--- src/rtl/chacha_stream_xor.sv ---
// chacha_stream_xor: fetches 64-byte chacha keystream blocks from the core and XORs them onto a byte stream
module chacha_stream_xor #(
    parameter int BLK_BYTES = 64
) (
    input  logic        clk,
    input  logic        rst_n,
    input  logic        start,
    input  logic        stop,
    input  logic [31:0] ctr_init,
    input  logic        in_valid,
    output logic        in_ready,
    input  logic [7:0]  in_data,
    output logic        out_valid,
    input  logic        out_ready,
    output logic [7:0]  out_data,
    output logic        busy,
    output logic        ctr_wrap,
    output logic        core_wr_ctr,
    output logic        core_rd_blk,
    output logic [7:0]  core_din,
    input  logic        core_blk_ready,
    input  logic [7:0]  core_dout
);
    typedef enum logic [2:0] {IDLE, WR_CTR, WAIT_BLK, LOAD, STREAM} state_t;

    state_t      state, state_nx;
    logic [5:0]  cnt, cnt_nx, idx;
    logic [31:0] ctr, ctr_sh;
    logic [7:0]  ks_buf [BLK_BYTES];
    logic        in_fire, out_fire, last_byte, ctr_max;

    assign in_ready    = (state == STREAM) && (!out_valid || out_ready);
    assign in_fire     = in_valid && in_ready;
    assign out_fire    = out_valid && out_ready;
    assign last_byte   = in_fire && (idx == 6'(BLK_BYTES - 1));
    assign ctr_max     = ctr == 32'hFFFF_FFFF;
    assign busy        = state != IDLE;
    assign ctr_sh      = ctr >> {cnt[1:0], 3'b000};
    assign core_wr_ctr = (state == WR_CTR) && (cnt == 6'd0);
    assign core_din    = (state == WR_CTR) ? ctr_sh[7:0] : 8'h00;
    assign core_rd_blk = (state == LOAD) && (cnt == 6'd0);

    // state and per-state cycle counter register
    always_ff @(posedge clk) begin
        if (!rst_n) begin
            state <= IDLE;
            cnt   <= 6'd0;
        end else begin
            state <= state_nx;
            cnt   <= cnt_nx;
        end
    end

    // next-state: counter write, blk_ready wait (first cycle blind), 64-cycle load, stream until last byte
    always_comb begin
        state_nx = state;
        cnt_nx   = cnt;
        case (state)
            IDLE: begin
                state_nx = start ? WR_CTR : IDLE;
                cnt_nx   = 6'd0;
            end
            WR_CTR: begin
                state_nx = (cnt == 6'd3) ? WAIT_BLK : WR_CTR;
                cnt_nx   = (cnt == 6'd3) ? 6'd0 : cnt + 6'd1;
            end
            WAIT_BLK: begin
                state_nx = (cnt != 6'd0 && core_blk_ready) ? LOAD : WAIT_BLK;
                cnt_nx   = (cnt != 6'd0 && core_blk_ready) ? 6'd0 : 6'd1;
            end
            LOAD: begin
                state_nx = (cnt == 6'(BLK_BYTES - 1)) ? STREAM : LOAD;
                cnt_nx   = cnt + 6'd1;
            end
            STREAM: begin
                state_nx = !last_byte ? STREAM : (stop || ctr_max) ? IDLE : WR_CTR;
                cnt_nx   = 6'd0;
            end
            default: begin
                state_nx = IDLE;
                cnt_nx   = 6'd0;
            end
        endcase
    end

    // counter, wrap flag, stream index and the registered output byte
    always_ff @(posedge clk) begin
        if (!rst_n) begin
            ctr       <= 32'd0;
            ctr_wrap  <= 1'b0;
            idx       <= 6'd0;
            out_valid <= 1'b0;
            out_data  <= 8'h00;
        end else begin
            if (state == IDLE && start) begin
                ctr      <= ctr_init;
                ctr_wrap <= 1'b0;
            end
            if (last_byte && !stop) begin
                ctr      <= ctr_max ? ctr : ctr + 32'd1;
                ctr_wrap <= ctr_wrap || ctr_max;
            end
            idx <= (state == LOAD) ? 6'd0 : in_fire ? idx + 6'd1 : idx;
            if (in_fire) begin
                out_data  <= in_data ^ ks_buf[idx];
                out_valid <= 1'b1;
            end else if (out_fire) begin
                out_valid <= 1'b0;
            end
        end
    end

    // keystream buffer: byte k is captured on load cycle k
    always_ff @(posedge clk) begin
        if (state == LOAD)
            ks_buf[cnt] <= core_dout;
    end
endmodule

--- config.mk ---
export PLATFORM = sky130hd
export DESIGN_NAME = chacha_stream_xor
export DESIGN_NICKNAME = d
export VERILOG_FILES = /design/src/rtl/chacha_stream_xor.sv
export SDC_FILE = /design/constraint.sdc
export NUM_CORES = 1
export LEC_CHECK = 0
export CAP_MARGIN = 30
export CORE_MARGIN = 3
export CORE_UTILIZATION = 45
export CTS_BUF_LIST = sky130_fd_sc_hd__clkbuf_4 sky130_fd_sc_hd__clkbuf_8
export CTS_CLUSTER_DIAMETER = 120
export DETAILED_ROUTE_END_ITERATION = 6
export GPL_TIMING_DRIVEN = 0
export PLACE_DENSITY = 0.64
export SLEW_MARGIN = 20
export SYNTH_ARGS = -nofsm -noshare
export SYNTH_HDL_FRONTEND = slang
export SYNTH_SLANG_ARGS = --single-unit
--- constraint.sdc ---
create_clock -name clk -period 3 [get_ports clk]
set_clock_uncertainty 0.2 [all_clocks]
set_input_delay 0.6 -clock clk [delete_from_list [all_inputs] [get_ports clk]]
set_output_delay 0.6 -clock clk [all_outputs]
set_load 0.05 [all_outputs]
==> metrics.md, run 1 <==
| Metric | Value |
|---|---|
| Status | `finished, final reports clean` |
| Initial antenna violation count | `1` |
| Peak VDD IR | `0.304 mV` |
| CP endpoint kind | `flop` |
| Worst min path class | `in -> reg` |
| H-tree levels | `3` |
| Final wirelength | `60.0 mm` |
| Critical Path Stages | `8` |
| Total gr overflow | `0` |
| Min-delay src | `core_dout[2]` |
| Proportion of layout cells with a drive suffix above 1 | `28.7%` |
| Largest net degree at the start of global routing | `65` |
| Residual DRC | `0` |
| Top cell family by delay on the critical path | `simple AND/OR/NAND/NOR gates` |
| HPWL Detailed | `39.7 mm` |
| Vias in the first global route | `13,800` |
| Sink Count | `575` |
| Switching Share | `21.4%` |
| Main synth FF type | `edfxtp_1` |
| EDFF count, synth | `512` |
| Register share of total power | `55.1%` |
| Leakage Power | `8.48 nW` |
| Crit-path cells | `nand4_2 -> or4_1 -> buf_2 -> or4_1 -> buf_2 -> o21ai_4 -> a21oi_1 -> a32o_1` |
| Cell at the root of the clock tree | `clkbuf_8` |
| Tot GR Track Use | `22.2%` |
| Fin crit period | `2.96 ns` |
| Worst EP arrival | `3.32 ns` |
| Fmax | `338 MHz` |
| Synth Instances | `1,379` |
| Max-slew violation count | `0` |
| Reg-to-reg endpoint | `ctr[28]` |
| Reg2reg start | `ctr[14]` |
| Initial Util | `45.6%` |
| Routed len/inst | `25.9 µm` |
| Routability congestion estimate | `0.912` |
| Sw power | `3.41 mW` |
| Cell Count, Final, Fillers Out | `2,313` |
| Hold Fails Final Rpt | `0` |
| Die area | `54,900 µm²` |
| CP max-delay cell | `or4_1` |
| CORE AREA | `51,400 µm²` |
| CTS tree | `yes` |
| First-pass GRT wire length | `89.6 mm` |
| Logic pwr share | `2.8%` |
| Critical path required time | `3.36 ns` |
| FF+latch count, synth | `575` |
| Die height | `234 µm` |
| Max Cap Viol | `0` |
| Setup CP Type | `reg -> reg` |
| Mapped cell area | `23,500 µm²` |
| Worst-path clk slew | `0.06 ns` |
| Slew headroom | `32.6%` |
| Syn Nets | `1,438` |
| Nets@finish | `1,617` |
| Die W | `234 µm` |
| Final setup vio count | `0` |
| Synth-to-layout area growth | `17.5%` |
| RSZ-0062 raised after global routing | `true` |
| Yosys cell types | `59` |
| I/O Pins | `77` |
| Type of origin of the critical path | `flop` |
| P_int | `12.5 mW` |
| Routed vias/inst | `6.02` |
| # placed instances | `2,141` |
| Ys async rst share | `0%` |
| Max incr delay on CP | `0.55 ns` |
| Post-route ant nets | `0` |
| First DRT Iteration DRCs | `1,656` |
| Number of port buffers | `75` |
| Crit Path Max Fanout | `8` |
| Via Count | `13,900` |
| Clk_lat worst skew | `0.68 ns` |
| Avg Cell Area, Syn | `17.0 µm²` |
| Yosys warnings | `0` |
| Hold Path Depth | `2` |
| CP Buf/Inv Count | `2` |
| Seq/Total Area, Yosys | `70.9%` |
| Clock power share | `42.1%` |
| Worst R2R Setup Slack | `0.04 ns` |
| CTS Hold Buffers Added | `0` |
| Reg2Reg Depth | `8` |
| Bufs on Longest Clock Path | `3` |
| Worst Tran Pin Value | `1.01 ns` |
| Power per cell area | `578 nW/µm²` |
| Setup TNS | `0 ns` |
| Row cnt | `83` |
| Hold path endpoint | `ks_buf[38][2]` |
| TritonRoute pass-1 iters | `6` |
| CTS buffer count | `93` |
| Post-route clock period utilization | `98.6%` |
[layer usage]
layer | GRT usage (%) | share of wire, %
met3 | 4.47 | 8.3
met5 | 0 | 0
met2 | 34.1 | 46
met1 | 32.5 | 43
met4 | 6.31 | 2.4
[sequential cells by signal (all words and copies together), names as in the netlist, named ones only]
register / cells
out_valid: 1
cnt: 6
ctr_wrap: 1
idx: 6
out_data: 8
ks_buf: 512
ctr: 32
state: 3
[area by class of cell]
| cell class | count | area (µm²) |
|---|---|---|
| clock inverters | 40 | 249 |
| fillers | 4130 | 23800 |
| well taps | 680 | 851 |
| multi-input cells | 707 | 6790 |
| clock buffers | 129 | 1600 |
| flip-flops and latches | 575 | 16600 |
| inverters | 13 | 48.8 |
| diodes | 1 | 2.50 |
| repair buffers | 89 | 927 |
| plain buffers | 79 | 459 |
[cell usage after synthesis, types with 2 or more instances]
| cell | count | share of area, % |
|---|---|---|
| xnor2_1 | 4 | 0.15 |
| and4_1 | 4 | 0.15 |
| and2_0 | 2 | 0.053 |
| o22ai_1 | 34 | 0.91 |
| edfxtp_1 | 512 | 66 |
| a211oi_1 | 17 | 0.54 |
| a22oi_1 | 10 | 0.32 |
| mux2i_1 | 33 | 1.4 |
| buf_2 | 32 | 0.68 |
| a221oi_1 | 2 | 0.075 |
| nor3b_1 | 3 | 0.096 |
| mux4_2 | 136 | 13 |
| nand2b_1 | 2 | 0.053 |
| a31oi_1 | 5 | 0.13 |
| a311oi_1 | 2 | 0.075 |
| a21o_1 | 5 | 0.16 |
| nand3b_1 | 9 | 0.29 |
| nor4_1 | 11 | 0.29 |
| o21a_1 | 4 | 0.13 |
| or4_1 | 14 | 0.45 |
| nor3_1 | 12 | 0.26 |
| o31a_1 | 2 | 0.075 |
| nor2_1 | 107 | 1.7 |
| nor2b_1 | 12 | 0.32 |
| ha_1 | 4 | 0.21 |
| a21oi_1 | 44 | 0.94 |
| nand2_1 | 55 | 0.88 |
| or3_1 | 5 | 0.13 |
| dfxtp_1 | 63 | 5.4 |
| clkbuf_1 | 42 | 0.67 |
| buf_1 | 8 | 0.13 |
| inv_1 | 13 | 0.21 |
| and2_1 | 20 | 0.53 |
| nand4_1 | 19 | 0.51 |
| o21ai_0 | 41 | 0.87 |
| or2_2 | 4 | 0.11 |
| a21boi_0 | 10 | 0.32 |
| or3b_2 | 6 | 0.22 |
| nand3_1 | 39 | 0.83 |
| xor2_1 | 4 | 0.15 |
| and3_1 | 10 | 0.27 |
[metrics by stage]
stage | utilization (%) | setup slack (ns) | hold slack (ns) | power [mW] | area [µm²]
2_1_floorplan | - | 0.219 | 0.254 | 9.09 | 23500
3_5_place_dp | 49.0 | -0.677 | 0.282 | 9.38 | 25200
6_report | 53.6 | 0.0423 | 0.202 | 15.9 | 27600
4_1_cts | 53.3 | -0.0152 | 0.161 | 16.1 | 27400
3_3_place_gp | 48.8 | -0.662 | 0.282 | 9.37 | 25100
5_1_grt | 53.6 | -0.0413 | 0.176 | 16.5 | 27600
[cell usage in the layout, fill, tap and decap left out, drive strengths merged, types with 43 or more instances in the layout]
cell,synthesis,layout
buf,41,69
clkbuf,43,171
o21ai,43,43
nor2,107,107
edfxtp,512,512
clkdlybuf4s50,0,55
nand2,55,55
mux4,136,136
a21oi,44,44
dfxtp,63,63
[logic make-up after synthesis]
group                    count (synthesis)  synth area share (%)
flip-flops                             575                  70.9
multiplexers                           170                  14.5
adder cells (fa/ha/maj)                  4                 0.213
AND/OR/NAND/NOR                        338                  7.35
AO/OA/AOI/OAI                          187                  5.00
buffers and inverters                   97                  1.74
XOR/XNOR                                 8                 0.299
[power by group through the flow]
stage	Clock, mW	Combinational (mW)	Sequential (mW)
floorplan	0	0.152	8.94
global placement	0	0.394	8.97
detailed placement	0	0.423	8.95
CTS	6.83	0.437	8.79
global route	7.24	0.477	8.79
finish	6.71	0.445	8.79
[timing repair]
action	in CTS	in global routing
pin swaps	0	1
buffers inserted	2	4
setup endpoints to repair	374	188
gates resized for setup	172	55
[worst max path at each step]
stage          startpoint             to  slack (ns)
5_1_grt          state[0]  ks_buf[26][0]       -0.04
2_1_floorplan      cnt[0]    core_din[2]        0.22
3_3_place_gp    out_ready        ctr[24]       -0.66
6_report          ctr[14]        ctr[28]        0.04
4_1_cts            cnt[0]    core_din[7]       -0.02
3_5_place_dp    out_ready        ctr[13]       -0.68
(Power assumes the default switching activity.)
==> run 2: changes to the inputs <==
CAP_MARGIN = 15   (was 30)
CORE_ASPECT_RATIO = 1.1   (was unset)
==> metrics.md, run 2 (synthesis gave the netlist of run 1 again) <==
| Metric | Value |
|---|---|
| Proportion of layout cells with a drive suffix above 1 | `27.1% (was 28.7%)` |
| Sink Count | `575 (unchanged)` |
| HPWL Detailed | `39.5 mm (was 39.7 mm)` |
| Die W | `224 µm (was 234 µm)` |
| Worst min path class | `in -> reg (unchanged)` |
| CP endpoint kind | `flop (unchanged)` |
| Die area | `54,900 µm² (about the same)` |
| Fmax | `340 MHz (was 338 MHz)` |
| Status | `finished, final reports clean (unchanged)` |
| I/O Pins | `77 (unchanged)` |
| First DRT Iteration DRCs | `1,301 (was 1,656)` |
| Leakage Power | `8.34 nW (was 8.48 nW)` |
| Clock power share | `41.5% (was 42.1%)` |
| Total Power | `15.7 mW (was 15.9 mW)` |
| Total gr overflow | `0 (unchanged)` |
| Type of origin of the critical path | `flop (unchanged)` |
| Initial antenna violation count | `2 (was 1)` |
| Slew headroom | `22.3% (was 32.6%)` |
| Cell Area, Placed | `25,100 µm² (was 25,200 µm²)` |
| P_int | `12.4 mW (was 12.5 mW)` |
| Logic pwr share | `2.7% (was 2.8%)` |
| Post-route ant nets | `0 (unchanged)` |
| Peak VDD IR | `0.370 mV (was 0.304 mV)` |
| RSZ-0062 raised after global routing | `true (unchanged)` |
| Cell Count, Final, Fillers Out | `2,289 (was 2,313)` |
| Commonest cells after routing, fill and taps aside | `edfxtp_1, mux4_2, clkbuf_8, nor2_1 (was edfxtp_1, mux4_2, clkbuf_8, nor2_1, dfxtp_1)` |
| Crit Path Max Fanout | `8 (unchanged)` |
| Max Cap Viol | `0 (unchanged)` |
| Worst Setup Slack, final | `0.0589 ns (was 0.0423 ns)` |
| Max reg flops | `512 (unchanged)` |
| Setup CP Type | `reg -> reg (unchanged)` |
| Critical path required time | `3.10 ns (was 3.36 ns)` |
| H-tree levels | `3 (unchanged)` |
| Routed len/inst | `26.3 µm (was 25.9 µm)` |
| Biggest regs | `ks_buf x512, ctr x32, out_data x8 (unchanged)` |
| Bufs on Longest Clock Path | `3 (unchanged)` |
| Hold Fails Final Rpt | `0 (unchanged)` |
| Power per cell area | `576 nW/µm² (was 578 nW/µm²)` |
| Worst-path clk slew | `0.06 ns (about the same)` |
| # placed instances | `2,126 (was 2,141)` |
| Initial Util | `45.7% (was 45.6%)` |
| Via Count | `13,700 (was 13,900)` |
| DP Worst Slack | `-0.826 ns (was -0.677 ns)` |
| Largest net degree at the start of global routing | `65 (unchanged)` |
| Residual DRC | `0 (unchanged)` |
| Reg area | `16,600 µm² (about the same)` |
| Multi-input gate area | `6780 µm² (was 6790 µm²)` |
| TritonRoute pass-1 iters | `6 (unchanged)` |
| Biggest register | `ks_buf (unchanged)` |
| Synth-to-layout area growth | `16.5% (was 17.5%)` |
| Die height | `246 µm (was 234 µm)` |
| Clk_lat worst skew | `0.69 ns (was 0.68 ns)` |
| Vias in the first global route | `13,600 (was 13,800)` |
| Post-route clock period utilization | `98.0% (was 98.6%)` |
| Tot GR Track Use | `22.1% (was 22.2%)` |
| Switching Share | `21.4% (about the same)` |
| Final Cell Area | `27,300 µm² (was 27,600 µm²)` |
| Final wirelength | `60.1 mm (was 60.0 mm)` |
| Routed vias/inst | `5.97 (was 6.02)` |
| Fin crit period | `2.94 ns (was 2.96 ns)` |
| Final setup vio count | `0 (unchanged)` |
| Most common cell after layout, fill and taps aside | `edfxtp_1 (unchanged)` |
| Sw power | `3.37 mW (was 3.41 mW)` |
| Number of port buffers | `75 (unchanged)` |
| Register share of total power | `55.8% (was 55.1%)` |
| First-pass GRT wire length | `89.1 mm (was 89.6 mm)` |
| Routability congestion estimate | `0.961 (was 0.912)` |
| Cell at the root of the clock tree | `clkbuf_8 (unchanged)` |
| CTS buffer count | `91 (was 93)` |
| CTS tree | `yes (unchanged)` |
| Worst EP arrival | `3.04 ns (was 3.32 ns)` |
| Nets@finish | `1,611 (was 1,617)` |
| Fill cells | `4,155 (was 4,130)` |
| Row cnt | `87 (was 83)` |
| Max-slew violation count | `0 (unchanged)` |
| Worst Tran Pin Value | `1.17 ns (was 1.01 ns)` |
| CORE AREA | `51,400 µm² (about the same)` |
run 2: per-stage QoR:
step                hold WS [ns]  utilization [%]  setup TNS, ns
floorplan                  0.254                -              0
global placement           0.294             48.8        -326.27
detailed placement         0.299             48.9         -96.88
CTS                        0.144             52.8          -5.48
global route               0.203             53.2          -2.76
finish                     0.175             53.2              0
run 2: power groups by stage:
stage               registers, mW  logic [mW]  clock network (mW)
floorplan                    8.94       0.152                   0
global placement             8.97       0.394                   0
detailed placement           8.95       0.415                   0
CTS                          8.79       0.416                6.64
global route                 8.79       0.454                7.02
finish                       8.79       0.422                6.53
run 2: layout make-up:
| cell class | count | share of cell area, % |
|---|---|---|
| Antenna cell | 2 | 0.0183 |
| Clock buffer | 120 | 5.42 |
| Inverter | 13 | 0.178 |
| Sequential cell | 575 | 60.9 |
| Timing Repair Buffer | 85 | 3.00 |
| Buffer | 79 | 1.56 |
| Clock inverter | 41 | 1.08 |
| Multi-Input combinational cell | 707 | 24.8 |
| Tap cell | 667 | 3.05 |
run 2: what timing repair did:
action	CTS	global route
pin swaps	1	4
gates resized for setup	130	80
setup endpoints to repair	369	379
setup buffers	0	5
hold buffers	0	0
run 2: final timing paths:
path / startpoint / endpoint / slack (ns) / depth (start not counted)
hold / removal: rst_n / out_data[7] / 0.18 / 3
hold reg to reg: idx[1] / flop / 0.33 / 2
setup reg to reg: state[0] / ks_buf[56][0] / 0.06 / 5
setup / recovery: state[0] / ks_buf[56][0] / 0.06 / 5
run 2: critical path: stages (launching register included):
cell     delay (ns)
dfxtp_1        0.43
nor2b_2        0.25
nand2_1        0.17
nor2_1         0.43
nand2_2        0.50
nor2_2         0.56
run 2: routing by layer:
layer	routed length (µm)	vias up	part of all wire, %	global-route usage (%)
met5	9	-	0.015	0
met4	1960	2	3.3	8.56
met3	4250	129	7.1	4.37
met2	29300	589	49	36.1
met1	24600	7006	41	29.6
li1	-	5940	-	-
